**config.mk**
```make
export PLATFORM = sky130hd
export DESIGN_NAME = detector
export DESIGN_NICKNAME = d
export VERILOG_FILES = /design/src/rtl/detector_pkg.sv /design/src/rtl/seg7_decoder.sv /design/src/rtl/detector.sv
export SDC_FILE = /design/constraint.sdc
export NUM_CORES = 1
export LEC_CHECK = 0
export ABC_AREA = 0
export CAP_MARGIN = 30
export CELL_PAD_IN_SITES_DETAIL_PLACEMENT = 0
export CELL_PAD_IN_SITES_GLOBAL_PLACEMENT = 1
export CORE_UTILIZATION = 46
export CTS_BUF_LIST = sky130_fd_sc_hd__clkbuf_2 sky130_fd_sc_hd__clkbuf_4 sky130_fd_sc_hd__clkbuf_8
export DETAILED_ROUTE_END_ITERATION = 7
export PLACE_DENSITY_LB_ADDON = 0.25
export SLEW_MARGIN = 0
export SYNTH_ARGS = -nofsm -noshare
export SYNTH_HDL_FRONTEND = slang
export SYNTH_HIERARCHICAL = 1
export SYNTH_SLANG_ARGS = --single-unit
```
**constraint.sdc**
```tcl
create_clock -name clk -period 2 [get_ports clk]
set_input_delay 0.6 -clock clk [delete_from_list [all_inputs] [get_ports clk]]
set_output_delay 0.6 -clock clk [all_outputs]
set_load 0.05 [all_outputs]
```
**src/rtl/detector_pkg.sv**
```systemverilog
// rtl/detector_pkg.sv - shared FSM state encoding and seven-segment code table for the 1011 detector
package detector_pkg;

  typedef enum logic [2:0] {
    S0    = 3'd0,
    S1    = 3'd1,
    S10   = 3'd2,
    S101  = 3'd3,
    S1011 = 3'd4
  } state_t;

  localparam int NUM_DIGITS = 10;

  // Active-low codes ordered {dp,g,f,e,d,c,b,a}; dp is always off (bit 7 = 1)
  localparam logic [7:0] SEG_CODES [NUM_DIGITS] = '{
    8'hC0, 8'hF9, 8'hA4, 8'hB0, 8'h99,
    8'h92, 8'h82, 8'hF8, 8'h80, 8'h90
  };

  localparam logic [7:0] SEG_BLANK = 8'hFF;

endpackage

```
**src/rtl/seg7_decoder.sv**
```systemverilog
// rtl/seg7_decoder.sv - combinational digit to seven-segment code decode
module seg7_decoder
  import detector_pkg::*;
#(
  parameter bit ACTIVE_LOW = 1'b1
) (
  input  logic [3:0] digit,
  output logic [7:0] code
);

  logic [7:0] code_lo;

  always_comb begin
    code_lo = SEG_BLANK;
    if (digit < 4'(NUM_DIGITS)) begin
      code_lo = SEG_CODES[digit];
    end
    code = ACTIVE_LOW ? code_lo : ~code_lo;
  end

endmodule

```
**src/rtl/detector.sv**
```systemverilog
// rtl/detector.sv - overlapping 1011 serial pattern detector with mod-10 match count on a seven-segment display
module detector
  import detector_pkg::*;
#(
  parameter bit SEG_ACTIVE_LOW = 1'b1
) (
  input  logic       clk,
  input  logic       rst_n,
  input  logic       din,
  output logic       dout,
  output logic [7:0] seg
);

  localparam logic [7:0] SEG_ZERO = SEG_ACTIVE_LOW ? SEG_CODES[0] : ~SEG_CODES[0];

  state_t     state;
  state_t     state_nx;
  logic [3:0] count;
  logic [7:0] seg_code;

  always_comb begin
    state_nx = S0;
    case (state)
      S0:      state_nx = din ? S1    : S0;
      S1:      state_nx = din ? S1    : S10;
      S10:     state_nx = din ? S101  : S0;
      S101:    state_nx = din ? S1011 : S10;
      S1011:   state_nx = din ? S1    : S10;
      default: state_nx = S0;
    endcase
  end

  seg7_decoder #(
    .ACTIVE_LOW(SEG_ACTIVE_LOW)
  ) u_seg7_decoder (
    .digit(count),
    .code (seg_code)
  );

  // rst_n is active-high despite its name
  always_ff @(posedge clk or posedge rst_n) begin
    if (rst_n) begin
      state <= S0;
      count <= 4'd0;
      dout  <= 1'b0;
      seg   <= SEG_ZERO;
    end else begin
      state <= state_nx;
      dout  <= (state_nx == S1011);
      if (state_nx == S1011) begin
        count <= (count == 4'd9) ? 4'd0 : count + 4'd1;
      end
      seg <= seg_code;
    end
  end

endmodule

```
==> results by group, run 1 <==
Die
  • Core area: 1540 um^2
  • Die area: 1860 um^2
  • Initial Utilization: 50.5%
  • Die height: 43.1 um
  • I/O pins: 12
  • FP Rows: 14
  • Die W: 43.1 um

Setup path
  • Worst Path Arrival: 1.84 ns
  • CP max stage delay: 0.48 ns
  • Critical Path Slowest Stage Cell: clkdlybuf4s50_1
  • Worst path required time: 2.17 ns
  • CP Buf/Inv Count: 1
  • CP Max Fanout: 5
  • Crit-path cells: clkdlybuf4s50_1, and4b_1, o211ai_2, a221o_1
  • Critical path launch point type: input pin
  • R2R Setup Slk: 0.48 ns
  • Family with the most delay on the worst path: buffers and inverters
  • Setup crit end kind: flip-flop
  • Critical path class: input pin to flip-flop

Synthesis
  • Syn nets: 78
  • Async S/R FF share, synth: 100%
  • Mapped Area: 778 um^2
  • Synth area leaders: dfrtp_1 (45%), ha_1 (8.0%), dfstp_2 (6.8%)
  • Number of synthesis warnings: 6
  • EDFF count, synth: 0
  • #FFs+latches synth: 16
  • Post-synth top area share: 45.0%
  • Seq/Total Area, Yosys: 51.8%
  • Cell taking the most area after synthesis: dfrtp_1
  • Syn Inst Count: 70
  • Cell variety after synth: 30
  • Synth Flop Type: dfrtp_1
  • Syn_area_per_cell: 11.1 um^2

Hold path
  • Hold Path Class: flip-flop to flip-flop

Power
  • PD cells: 1660 nW/um^2
  • Lkg Pwr: 0.430 nW
  • Tot Pwr: 0.00152 W
  • Worst vdd ir: 0.752 mV

Routing
  • DRC violations left: 0
  • Via/cell ratio: 5.15
  • Total number of vias: 510
  • Post-route ant nets: 0
  • DR iter-0 viols: 16
  • First-pass DRT Iterations: 5
  • Routed len/inst: 11.2 um
  • Final WL: 1110 um

Layout
  • Fillers: 125
  • Commonest non-fill, non-tap cell in the layout: dfrtp_1
  • Commonest non-fill, non-tap cells in the layout: dfrtp_1 (14), buf_4 (9), inv_1 (7), a21oi_1 (5), ha_1 (5)
  • Layout cells sized above 1: 25.3%
  • Diodes inserted: 0
  • Layout area overhead: 18.0%
  • Finished Layout Cells: 99
  • Final #Nets: 93

Timing
  • RSZ-0062 raised after global routing: false
  • Final hold violation count: 0
  • Hold slack: 0.582 ns
  • Slew HR: 62.3%
  • Measured slew at the worst slew-check pin: 0.565 ns
  • Final Max Slew Viols: 0
  • Final worst path period share: 83.8%
  • Fin crit period: 1.68 ns
  • Skew final: 0.000452 ns
  • Max Fclk: 597 MHz
  • Setup TNS: 0 ns
  • Setup violators final: 0

Clock network
  • CTS tree: built
  • H-tree depth: 1
  • Post-CTS Setup Inserts: 0
  • Clock latency at the later pin of the worst-skew pair: 0.28 ns
  • CTS Sinks: 16
  • CTS Buffer Depth: 2
  • Reg clk slew, reported paths: 0.09 ns
  • Hold-fix buffer count after cts: 0
  • Num CTS Buffers: 3
  • Clk root buf: clkbuf_4
  • PostCTS Resize Cnt: 0

Placed design
  • HPWL after detailed placement: 769 um
  • Number of I/O port buffers: 11
  • Placed cells: 96
  • GP Congestion: 0.737

GRT
  • GRT Util Overall: 14.2%
  • First-pass GRT wire length: 1910 um
  • Initial antenna violation count: 0
  • Vias in the first global route: 430
  • Global route overflow: 0
  • Largest net degree at the start of global routing: 17

Run
  • Max Cap Violations: 0

Run status
  • Outcome: finished, final reports clean
cells in the mapped netlist, drive strengths merged, types with 2 or more instances:
cell type / n
xor2: 2
a21oi: 6
nor2: 4
inv: 7
dfrtp: 14
dfstp: 2
nand2b: 2
o21ai: 4
ha: 5
buf: 3
and4b: 2
a31oi: 3
nand2: 2
kinds of logic after synthesis:
logic type                 Yosys count  share of synthesized area (%)
AOI/OAI and AO/OA                   18                           15.3
xor gates and xnor gates             3                           3.38
adders and majority gates            5                           8.04
buffers and inverters               10                           7.24
DFF                                 16                           51.8
muxes                                1                           1.45
other                                1                          0.482
and+or+nand+nor                     16                           12.4
worst paths after layout:
check	startpoint	end	depth (start not counted)
max reg2reg	count[1]	seg[3]	5
min reg2reg	state[0]	state[1]	1
min	state[0]	state[1]	1
max	din	count[3]	4
min in group asynchronous	rst_n	dout	2
max in group asynchronous	rst_n	seg[7]	2
stage by stage:
stage,util (%),instance area (um^2),setup WS (ns)
floorplan,-,778,0.583
global placement,58.1,896,0.0472
detailed placement,58.1,896,0.0346
CTS,59.6,918,0.327
global route,59.6,918,0.297
finish,59.6,918,0.325
flip-flops by register name (all words and copies together) (netlist names):
register / count
count: 4
dout: 1
seg: 8
state: 3
where the power goes:
part           switching [W]  internal [W]  leakage, nW
clock network      0.0000926     0.0000698       0.0138
registers           0.000150      0.000453        0.185
logic               0.000467      0.000288        0.231
cell type report:
| class | instances | area, um^2 | share of cell area [%] |
|---|---|---|---|
| inverter | 7 | 26.3 | 2.86 |
| multi-input combinational | 44 | 319 | 34.7 |
| sequential | 16 | 403 | 43.9 |
| tap | 16 | 20.0 | 2.18 |
| timing repair buffer | 13 | 128 | 13.9 |
| clock buffer | 3 | 22.5 | 2.45 |
metal layers:
metal	up-vias	GRT usage (%)	share of wire (%)	wire length (um)
li1	265	-	-	-
met1	234	20.9	53	591
met2	11	17.9	42	468
met3	0	6.38	4.3	48
met4	0	5.45	0	0
met5	-	0	0	0
Note: power is estimated with default switching activity, not from simulation.
==> inputs of run 2 (changes only) <==
CORE_UTILIZATION = 43   (was 46)
clock period = 1.65 ns   (was 2 ns; I/O delays follow)
==> results by group, run 2 (synthesis results as in run 1) <==
Timing
  • Skew final: 0.00388 ns
  • Final worst path period share: 97.1%
  • Fin crit period: 1.60 ns
  • RSZ-0062 raised after global routing: false
  • Setup violators final: 0
  • Max Fclk: 624 MHz
  • Final hold violation count: 0
  • Setup TNS: 0 ns
  • Final Max Slew Viols: 0

Clock network
  • CTS Buffer Depth: 2
  • Post-CTS Setup Inserts: 0
  • Num CTS Buffers: 3
  • H-tree depth: 1
  • PostCTS Resize Cnt: 0
  • Clk root buf: clkbuf_4
  • Clock latency at the later pin of the worst-skew pair: 0.28 ns
  • CTS Sinks: 16
  • Hold-fix buffer count after cts: 0
  • Reg clk slew, reported paths: 0.10 ns
  • CTS tree: built

Routing
  • First-pass DRT Iterations: 4
  • Routed len/inst: 12.1 um
  • Post-route ant nets: 0
  • DR iter-0 viols: 14
  • DRC violations left: 0
  • Via/cell ratio: 4.80
  • Total number of vias: 538
  • Final WL: 1350 um

Layout
  • Layout cells sized above 1: 28.7%
  • Post-layout util: 61.7%
  • Commonest non-fill, non-tap cell in the layout: dfrtp_1
  • Top reg by flops: seg
  • Fillers: 146
  • Final #Nets: 96
  • Commonest non-fill, non-tap cells in the layout: dfrtp_1 (14), buf_12 (9), inv_1 (7)
  • Diodes inserted: 0
  • Top Registers: seg x8, count x4, state x3
  • Max reg flops: 8
  • Layout area overhead: 35.4%

Hold path
  • Hold Path Class: input pin to asynchronous set/reset pin

Die
  • Initial Utilization: 45.6%
  • Die W: 44.5 um
  • Die height: 44.5 um
  • I/O pins: 12
  • Core area: 1710 um^2
  • Die area: 1980 um^2
  • FP Rows: 15

Placed design
  • Number of I/O port buffers: 11
  • HPWL after detailed placement: 1010 um
  • GP Congestion: 0.751

Setup path
  • R2R Path End: count[3]
  • Critical path class: input pin to flip-flop
  • Critical path launch point type: input pin
  • Setup crit end kind: flip-flop
  • Worst reg2reg path depth: 3
  • CP Max Fanout: 5
  • Worst Path Arrival: 1.77 ns
  • FF-to-FF Start: state[2]
  • R2R Setup Slk: 0.26 ns
  • Worst path required time: 1.82 ns
  • CP Launch Point: din

Power
  • Worst vdd ir: 0.980 mV
  • Lkg Pwr: 0.485 nW
  • PD cells: 2080 nW/um^2

Run status
  • Outcome: finished, final reports clean

Run
  • Max Cap Violations: 0

GRT
  • First-pass GRT wire length: 2150 um
  • GRT Util Overall: 15.9%
  • Global route overflow: 0
  • Largest net degree at the start of global routing: 17
  • Vias in the first global route: 473
  • Initial antenna violation count: 0
==> run 2: cell types whose count changed in the layout (fill, tap and decap cells not counted), sizes merged <==
cell,before,now
buf,11,14
clkbuf,3,4
==> run 2: layer usage <==
metal / track usage (%) / part of all wire [%]
met5: 0 / 0
met1: 21.7 / 47
met3: 2.45 / 3.0
met4: 9.09 / 1.4
met2: 23.8 / 48
==> run 2: worst max-delay path by stage <==
stage | end | slack, ns
global placement | count[3] | -0.19
global route | count[3] | 0.002
floorplan | seg[3] | 0.29
detailed placement | count[3] | -0.26
CTS | count[3] | 0.04
finish | count[3] | 0.05
==> run 2: cell type report <==
cell class                      instances  area [um^2]  area share (%)
Clock buffer                            4         36.3            3.44
Inverter                                7         26.3            2.49
Multi-Input combinational cell         44          319            30.3
Sequential cell                        16          403            38.2
Tap cell                               25         31.3            2.97
Timing Repair Buffer                   16          238            22.6
==> run 2: worst max-delay path, cell delays in order <==
cell	delay (ns)
clkdlybuf4s50_1	0.50
and4b_1	0.32
o211ai_2	0.10
a221o_1	0.35
==> run 2: stage by stage <==
| stage | setup WS (ns) | power (W) | hold slack [ns] | cells | instance area [um^2] |
|---|---|---|---|---|---|
| 2_1_floorplan | 0.294 | 0.00140 | 0.407 | 70 | 778 |
| 3_3_place_gp | -0.191 | 0.00192 | 0.547 | 108 | 1020 |
| 3_5_place_dp | -0.255 | 0.00194 | 0.555 | 108 | 1020 |
| 4_1_cts | 0.0447 | 0.00221 | 0.531 | 112 | 1050 |
| 5_1_grt | 0.00217 | 0.00232 | 0.547 | 112 | 1050 |
| 6_report | 0.0484 | 0.00219 | 0.527 | 112 | 1050 |
==> run 2: report_power, final <==
group          internal, W  switching [W]
clock             0.000134       0.000122
combinational     0.000564       0.000641
sequential        0.000552       0.000174
total              0.00125       0.000937
